### config.mk
export PLATFORM = sky130hd
export DESIGN_NAME = fp64_div_seq
export DESIGN_NICKNAME = d
export VERILOG_FILES = /design/src/rtl/fp64_div_pkg.sv /design/src/rtl/fp64_unpack.sv /design/src/rtl/fp64_div_seq.sv
export SDC_FILE = /design/constraint.sdc
export NUM_CORES = 1
export LEC_CHECK = 0
export ABC_CLOCK_PERIOD_IN_PS = 2700
export CAP_MARGIN = 10
export CORE_UTILIZATION = 40
export CTS_BUF_LIST = sky130_fd_sc_hd__clkbuf_8
export DETAILED_ROUTE_END_ITERATION = 7
export GPL_TIMING_DRIVEN = 0
export PLACE_DENSITY = 0.73
export SYNTH_ARGS = -nofsm -noshare
export SYNTH_HDL_FRONTEND = slang
export SYNTH_HIERARCHICAL = 1
export SYNTH_SLANG_ARGS = --single-unit
### constraint.sdc
create_clock -name clk -period 2.7 [get_ports clk]
set_input_delay 0.54 -clock clk [delete_from_list [all_inputs] [get_ports clk]]
set_output_delay 0.54 -clock clk [all_outputs]
set_load 0.1 [all_outputs]
### src/rtl/fp64_div_pkg.sv
// fp64_div_pkg
// Shared constants and types for the sequential binary64 divider.
//   - binary64 exponent constants and special encodings
//   - FSM state encoding (plain constants, legacy-compatible)
//   - bit positions inside the 4-bit result flag vector
//   - operand class enum produced by fp64_unpack
package fp64_div_pkg;

    localparam int          EXP_BIAS = 1023;
    localparam int          EXP_MAX  = 2047;
    localparam logic [63:0] QNAN     = 64'h7FF8000000000000;
    localparam logic [63:0] POS_INF  = 64'h7FF0000000000000;

    // Divider FSM states
    localparam logic [1:0] ST_IDLE = 2'd0;
    localparam logic [1:0] ST_DIV  = 2'd1;
    localparam logic [1:0] ST_PACK = 2'd2;
    localparam logic [1:0] ST_DONE = 2'd3;

    // out_flags = {invalid, div_by_zero, overflow, underflow}
    localparam int FLAG_INVALID   = 3;
    localparam int FLAG_DIV_ZERO  = 2;
    localparam int FLAG_OVERFLOW  = 1;
    localparam int FLAG_UNDERFLOW = 0;

    typedef enum logic [1:0] {
        ZERO = 2'd0,
        INF  = 2'd1,
        NAN  = 2'd2,
        NORM = 2'd3
    } op_class_t;

endpackage

### src/rtl/fp64_unpack.sv
// fp64_unpack
// Combinational split and classification of one binary64 operand.
// Ports:
//   value     in   64  binary64 operand
//   sign      out   1  sign bit
//   exp_field out  11  biased exponent field
//   man       out  53  significand with the hidden one prepended
//   cls       out      operand class (ZERO, INF, NAN, NORM)
// Subnormals are classified as ZERO so the datapath only ever sees
// normalised significands.
module fp64_unpack
    import fp64_div_pkg::*;
(
    input  logic [63:0] value,
    output logic        sign,
    output logic [10:0] exp_field,
    output logic [52:0] man,
    output op_class_t   cls
);

    assign sign      = value[63];
    assign exp_field = value[62:52];
    assign man       = {1'b1, value[51:0]};

    always_comb begin
        cls = NORM;
        if (value[62:52] == 11'd0) begin
            cls = ZERO;
        end else if (value[62:52] == 11'h7FF) begin
            cls = (value[51:0] == 52'd0) ? INF : NAN;
        end
    end

endmodule

### src/rtl/fp64_div_seq.sv
// fp64_div_seq
// Sequential IEEE-754 binary64 divider, radix-2 restoring, one quotient
// bit per cycle, valid/ready on both operand and result sides.
// Ports:
//   clk        in   1  rising-edge clock
//   rst_n      in   1  asynchronous active-low reset
//   in_valid   in   1  operand pair offered
//   in_ready   out  1  high only in IDLE
//   in_a       in  64  dividend
//   in_b       in  64  divisor
//   out_valid  out  1  result held (DONE)
//   out_ready  in   1  consumer accepts the result
//   out_data   out 64  quotient
//   out_flags  out  4  {invalid, div_by_zero, overflow, underflow}
// Build option: define FP64_DIV_RNE_EN for round-to-nearest-even; without
// it the quotient is truncated (round toward zero).
module fp64_div_seq
    import fp64_div_pkg::*;
(
    input  logic        clk,
    input  logic        rst_n,
    input  logic        in_valid,
    output logic        in_ready,
    input  logic [63:0] in_a,
    input  logic [63:0] in_b,
    output logic        out_valid,
    input  logic        out_ready,
    output logic [63:0] out_data,
    output logic [3:0]  out_flags
);

    logic [1:0]         state;
    logic [5:0]         cnt;
    logic [53:0]        rem;
    logic [53:0]        quo;
    logic [52:0]        mb_r;
    logic signed [12:0] exp_r;
    logic               sign_r;

    logic               sa, sb;
    logic [10:0]        ea, eb;
    logic [52:0]        ma, mb;
    op_class_t          cls_a, cls_b;

    fp64_unpack u_unpack_a (
        .value     (in_a),
        .sign      (sa),
        .exp_field (ea),
        .man       (ma),
        .cls       (cls_a)
    );

    fp64_unpack u_unpack_b (
        .value     (in_b),
        .sign      (sb),
        .exp_field (eb),
        .man       (mb),
        .cls       (cls_b)
    );

    logic sign_q;
    assign sign_q   = sa ^ sb;
    assign in_ready = (state == ST_IDLE);

    // Special-case decode; priority order matters: NaN/0-0/inf-inf first,
    // then inf dividend (covers inf/0 without a div_by_zero flag).
    logic        is_special;
    logic [63:0] spec_data;
    logic [3:0]  spec_flags;

    always_comb begin
        is_special = 1'b1;
        spec_data  = 64'd0;
        spec_flags = 4'd0;
        if (cls_a == NAN || cls_b == NAN ||
            (cls_a == ZERO && cls_b == ZERO) ||
            (cls_a == INF && cls_b == INF)) begin
            spec_data                = QNAN;
            spec_flags[FLAG_INVALID] = 1'b1;
        end else if (cls_a == INF) begin
            spec_data = {sign_q, POS_INF[62:0]};
        end else if (cls_b == ZERO) begin
            spec_data                 = {sign_q, POS_INF[62:0]};
            spec_flags[FLAG_DIV_ZERO] = 1'b1;
        end else if (cls_a == ZERO || cls_b == INF) begin
            spec_data = {sign_q, 63'd0};
        end else begin
            is_special = 1'b0;
        end
    end

    // Pre-normalise so the quotient lands in [1,2): a dividend significand
    // smaller than the divisor is doubled and the exponent compensated.
    logic               adj;
    logic [53:0]        rem_init;
    logic signed [12:0] exp_init;

    always_comb begin
        adj      = (ma < mb);
        rem_init = adj ? {ma, 1'b0} : {1'b0, ma};
        exp_init = {2'b00, ea} - {2'b00, eb} + 13'(EXP_BIAS) - {12'd0, adj};
    end

    // One restoring step: compare, conditionally subtract, then shift.
    // The remainder stays below 2*mb, so 54 bits always suffice.
    logic        ge;
    logic [53:0] rem_sub;
    logic [53:0] rem_next;
    logic [53:0] quo_next;

    always_comb begin
        ge       = (rem >= {1'b0, mb_r});
        rem_sub  = ge ? (rem - {1'b0, mb_r}) : rem;
        rem_next = {rem_sub[52:0], 1'b0};
        quo_next = {quo[52:0], ge};
    end

    // Rounding and exponent range check. quo[53:1] is the 53-bit
    // significand, quo[0] the guard bit, and a nonzero remainder is sticky.
    logic               round_up;
    logic [53:0]        mant_sum;
    logic               carry;
    logic [51:0]        frac;
    logic signed [12:0] exp_rnd;
    logic [63:0]        pack_data;
    logic [3:0]         pack_flags;

`ifdef FP64_DIV_RNE_EN
    logic guard;
    logic sticky;
    assign guard    = quo[0];
    assign sticky   = (rem != 54'd0);
    assign round_up = guard && (sticky || quo[1]);
`else
    assign round_up = 1'b0;
`endif

    always_comb begin
        mant_sum   = {1'b0, quo[53:1]} + {53'd0, round_up};
        carry      = mant_sum[53];
        frac       = carry ? 52'd0 : mant_sum[51:0];
        exp_rnd    = exp_r + {12'd0, carry};
        pack_data  = {sign_r, exp_rnd[10:0], frac};
        pack_flags = 4'd0;
        if (exp_rnd >= $signed(13'(EXP_MAX))) begin
            pack_data                 = {sign_r, POS_INF[62:0]};
            pack_flags[FLAG_OVERFLOW] = 1'b1;
        end else if (exp_rnd <= 13'sd0) begin
            pack_data                  = {sign_r, 63'd0};
            pack_flags[FLAG_UNDERFLOW] = 1'b1;
        end
    end

    // Control FSM plus datapath registers. Specials skip straight to DONE;
    // normal operands iterate 54 times in DIV (counter 53..0), then PACK.
    always_ff @(posedge clk or negedge rst_n) begin
        if (!rst_n) begin
            state     <= ST_IDLE;
            cnt       <= 6'd0;
            rem       <= 54'd0;
            quo       <= 54'd0;
            mb_r      <= 53'd0;
            exp_r     <= 13'sd0;
            sign_r    <= 1'b0;
            out_valid <= 1'b0;
            out_data  <= 64'd0;
            out_flags <= 4'd0;
        end else begin
            case (state)
                ST_IDLE: begin
                    if (in_valid) begin
                        sign_r <= sign_q;
                        if (is_special) begin
                            out_data  <= spec_data;
                            out_flags <= spec_flags;
                            out_valid <= 1'b1;
                            state     <= ST_DONE;
                        end else begin
                            rem   <= rem_init;
                            mb_r  <= mb;
                            exp_r <= exp_init;
                            quo   <= 54'd0;
                            cnt   <= 6'd53;
                            state <= ST_DIV;
                        end
                    end
                end
                ST_DIV: begin
                    rem <= rem_next;
                    quo <= quo_next;
                    if (cnt == 6'd0) begin
                        state <= ST_PACK;
                    end else begin
                        cnt <= cnt - 6'd1;
                    end
                end
                ST_PACK: begin
                    out_data  <= pack_data;
                    out_flags <= pack_flags;
                    out_valid <= 1'b1;
                    state     <= ST_DONE;
                end
                ST_DONE: begin
                    if (out_ready) begin
                        out_valid <= 1'b0;
                        state     <= ST_IDLE;
                    end
                end
                default: begin
                    state <= ST_IDLE;
                end
            endcase
        end
    end

endmodule

==> out/summary.md <==
The run gives 1415 as the DRC marker count from the first detailed-route iteration. The flip-flop and latch count after synthesis is 251. The analysis attributes to cell leakage a power of 11.0 nW.

Area share of xor/xnor cells in the synthesized design: 2.94%. The clock passes through at most 3 buffers. The final layout contains routed wiring with a total length of 60.4 mm. The congestion estimate from routability-driven global placement came to 0.949. The worst pin sits at a relative slew slack of 28.7%. The Yosys step of the flow raised 6 warnings. For the portion of the post-synthesis area used by sequential elements, the log shows 35.1%.

The dominant combinational cell family by area after synthesis was compound AO/OA/AOI/OAI gates. The first global-routing pass estimated 93.0 mm of wire. The HPWL after detailed placement is 45.3 mm. The share of the clock period used by the worst path is 141%. The total non-filler cell area in the finished layout was 24100 um^2; the clock group share of total power was 13.9%. In this run, CTS created clock tree buffers numbering 45. The floorplan step defined a die boundary enclosing 45600 um^2. The logs give 6 for the initial antenna violation count and -108760 ps for the total negative slack. After synthesis, the share of cell area in mux cells is 3.64%. The tools report the switching power summed over all nets as 0.0137 W. The worst voltage drop across the vdd grid was 0.590 mV; the number of detailed-routing iterations run before antenna repair was 5.

The final reports fail on negative setup slack. The transition time at the pin with the least slew margin was 1070 ps. The post-route total power is 0.0279 W.

The number of max-capacitance violations reported was 0. The worst path needs 3820 ps of the cycle, external delays included. Clock tree synthesis found a total of 251 sinks. The tools report the minimum setup slack in the final design as -1120 ps. Ranked by instance count, the synthesized netlist is headed by 331 x sky130_fd_sc_hd__nand2_1, 251 x sky130_fd_sc_hd__dfrtp_1, 157 x sky130_fd_sc_hd__inv_1, 135 x sky130_fd_sc_hd__buf_4, 133 x sky130_fd_sc_hd__ha_1. For the initial core utilization, the log shows 40.5%. The signal on the critical path passes through clkdlybuf4s50_1 -> buf_4 -> ha_1 -> o21ai_1 -> a21oi_2 -> nand2_2 -> a21oi_4 -> o21ai_4 -> nand4b_1 -> buf_6 -> buf_12 -> ha_4 -> ha_4 -> inv_2 -> fa_2 -> inv_2 -> a21oi_2 -> o21bai_1 -> a21oi_1 -> o21bai_1 -> a31oi_2 -> o21ai_2 -> xor2_1 -> o21ai_1.

From bottom edge to top edge, the die measures 213 um. The tools report the remaining number of nets flagged by the antenna check after routing as 0. The run finished, with violations left. Input and output buffers added on the ports amount to 199. The clock arrives with 55.4 ps of skew. Of the total synthesized cell area, the portion taken by full adders, half adders and majority gates is 9.64%.

Clock-pin slew was measured on the worst setup and hold paths at 60 ps. In this run the worst path has a maximum fanout of 3. The tools report the final-report hold violation count as 0. Using the TritonRoute via totals, the vias-per-cell ratio works out to 5.59. The synthesis-to-finish area growth was 34.5%.

Most frequently used cell type in the post-synthesis netlist: sky130_fd_sc_hd__nand2_1. The async set-reset flop share out of synthesis was 100%. Net switching is 49.2% of the power.

TritonCTS built the clock tree. Across all layers, the routed design uses 17000 vias. The synthesized netlist devotes 16.7% of its cell area to simple gates. The worst hold path belongs to the class primary input to register. The run gives 0 as the overall overflow remaining after global route.

The post-synth net total is 2379. The logs give 620 ps for the insertion delay of the later-clocked pin in the worst-skew pair and 297 ps for the worst hold-check slack. The cell count after synthesis came out at 2111. The total number of nets in the final design came out at 2680. Summing all placed instances gives a cell area of 21600 um^2. The chip width was 213 um. The synthesized design devotes to its leading area cell type 35.1% of total area.

Registers are responsible for 20.2% of the overall power. The power density over the cells works out to 1160 nW/um^2. Library cell contributing the largest single delay on the critical path: sky130_fd_sc_hd__clkdlybuf4s50_1. The critical path arrival is 4310 ps.

The kind of cell adding the most delay to the critical path is compound AO/OA/AOI/OAI gates. The initialized floorplan defines 77 standard-cell rows. The routed length per instance works out to 19.9 um. After floorplanning, the core was sized to cover 44100 um^2. Yosys mapped a number of flops with a built-in enable equal to 0.

After synthesis the cells add up to 17900 um^2. Combinational logic is responsible for 65.9% of the overall power. Summed over all instances, the cell type with the most area after synthesis is sky130_fd_sc_hd__dfrtp_1. After synthesis, the cell types taking the most area are sky130_fd_sc_hd__dfrtp_1 35%, sky130_fd_sc_hd__ha_1 9.3%, sky130_fd_sc_hd__nand2_1 6.9%. The critical path required time is 3190 ps, and the number of buffers and inverters on the critical path is 6. The root buffer cell is sky130_fd_sc_hd__clkbuf_8.

The run gives 84 as the distinct cell type count after synthesis. In this run the count of I/O pins placed on the die edge is 202. The largest single stage delay on the critical path is 460 ps. The mean cell area of the mapped netlist is 8.47 um^2, and the number of global-route vias before repair is 17100. The post-route netlist has 25.7% of its cells at a drive strength greater than 1. The max-slew violation total from the final report was 0.

Area fraction in compound gates after synthesis: 20.4%. In the synthesized netlist the dominant register cell turns out to be sky130_fd_sc_hd__dfrtp_1. Internal power comes to 0.0142 W. The H-tree depth is 2.

Maximum number of pins on one net before global-route repair: 95. Setup repair after global routing could not meet its margin everywhere. The startpoint kind of the worst setup timing path was a primary input.

The worst setup path is captured at a register. The critical path in this run is classified as primary input to register. The global-route usage over all layers is 26.3%, and the final count of negative-setup-slack endpoints is 251.

The logs give 0 for the number of design rule violations left after detail routing and 262 MHz for the maximum frequency from static timing analysis.
-- routing by layer --
layer | up-vias | global-route usage [%] | wire length (um)
met5 | - | 0 | 14
met1 | 8220 | 32.7 | 24700
met3 | 137 | 5.24 | 4360
met2 | 632 | 44.4 | 29000
li1 | 8006 | - | -
met4 | 2 | 10.6 | 2260
-- placed cells by master, fill, tap and decap left out, drive strengths merged, types with 8 or more instances in the layout --
| cell | instances |
|---|---|
| a21oi | 136 |
| and2 | 9 |
| a21o | 34 |
| xnor2 | 34 |
| o22ai | 36 |
| and3 | 10 |
| clkdlybuf4s50 | 97 |
| o21ai | 144 |
| mux2 | 40 |
| o31ai | 10 |
| nor2b | 11 |
| nor2 | 58 |
| a31oi | 29 |
| nand4 | 39 |
| ha | 133 |
| xor2 | 26 |
| or3 | 11 |
| nor4 | 43 |
| mux2i | 20 |
| a21boi | 8 |
| nand2 | 331 |
| o211ai | 18 |
| a211oi | 10 |
| inv | 171 |
| nor3 | 26 |
| a22o | 61 |
| o21a | 8 |
| dlygate4sd2 | 48 |
| dlymetal6s2s | 12 |
| clkbuf | 123 |
| nand3 | 83 |
| buf | 257 |
| o21bai | 16 |
| nand2b | 8 |
| dfrtp | 251 |
-- what timing repair did --
item,CTS,global route
cloned,0,1
buffers inserted,38,25
resized for setup,332,156
hold buffers,1,0
endpoints found under the hold margin,69,0
pin swaps,66,54
setup endpoints to repair,257,278
-- metrics by stage --
| stage | worst slack, ps | util [%] | std cells |
|---|---|---|---|
| final | -1120 | 54.5 | 3040 |
| after global routing | -1330 | 54.5 | 3039 |
| after CTS | -1070 | 53.1 | 3022 |
| after detailed placement | -2770 | 49.0 | 2904 |
| after global placement | -9730 | 48.9 | 2902 |
| after floorplan | -1030 | - | 2111 |
-- area by class of cell --
type / instances / area, um^2
plain buffers: 228 / 2120
well taps: 592 / 741
diodes: 4 / 10.0
clock inverters: 24 / 201
fillers: 3992 / 20100
multi-input cells: 1467 / 10900
clock buffers: 55 / 757
repair buffers: 262 / 2430
inverters: 157 / 626
flip-flops and latches: 251 / 6280
-- sequential cells by signal, summed over array words and instances, names as in the netlist --
signal / count
out_flags: 4
cnt: 6
out_data: 64
rem: 54
mb_r: 53
out_valid: 1
sign_r: 1
quo: 53
state: 2
exp_r: 13
-- worst paths after layout --
path                                            from  slack (ps)  cells after the start                     to
worst max-delay path                         in_a[4]       -1120                     24  exp_r[11]$_DFFE_PN0P_
worst min register to register  mb_r[28]$_DFFE_PN0P_         480                      2   mb_r[28]$_DFFE_PN0P_
worst max register to register    rem[0]$_DFFE_PN0P_        -450                     12    rem[49]$_DFFE_PN0P_
min in group asynchronous                      rst_n         510                      2    quo[47]$_DFFE_PN0P_
worst min-delay path                        in_b[22]         300                      4   mb_r[22]$_DFFE_PN0P_
max in group asynchronous                      rst_n        1270                      3   mb_r[25]$_DFFE_PN0P_
-- cells by family (layout without fill, tap and decap cells) --
family,Yosys count,in the layout
fa+ha+maj,136,136
simple gates,648,648
other cells,2,6
flops,251,251
buf+inv,393,726
xor+xnor,60,60
mux,60,60
compound gates,561,561
-- worst reg2reg max path: stages, from the launching register on --
cell,delay (ps)
sky130_fd_sc_hd__dfrtp_1,350
sky130_fd_sc_hd__inv_1,70
sky130_fd_sc_hd__ha_2,210
sky130_fd_sc_hd__fa_2,370
sky130_fd_sc_hd__nor2b_4,150
sky130_fd_sc_hd__o211ai_1,160
sky130_fd_sc_hd__and2_4,220
sky130_fd_sc_hd__o2111a_2,310
sky130_fd_sc_hd__o211a_2,340
sky130_fd_sc_hd__o21bai_4,240
sky130_fd_sc_hd__mux2_2,370
sky130_fd_sc_hd__o2111ai_1,110
sky130_fd_sc_hd__a21oi_1,90
-- power groups by stage --
stage | clock network (W) | registers [W] | logic [W]
after floorplan | 0 | 0.00626 | 0.0115
after global placement | 0 | 0.00561 | 0.0162
after detailed placement | 0 | 0.00564 | 0.0165
after CTS | 0.00393 | 0.00559 | 0.0171
after global routing | 0.00410 | 0.00572 | 0.0198
final | 0.00388 | 0.00562 | 0.0184
No activity file was read; power rests on OpenSTA's default activity.
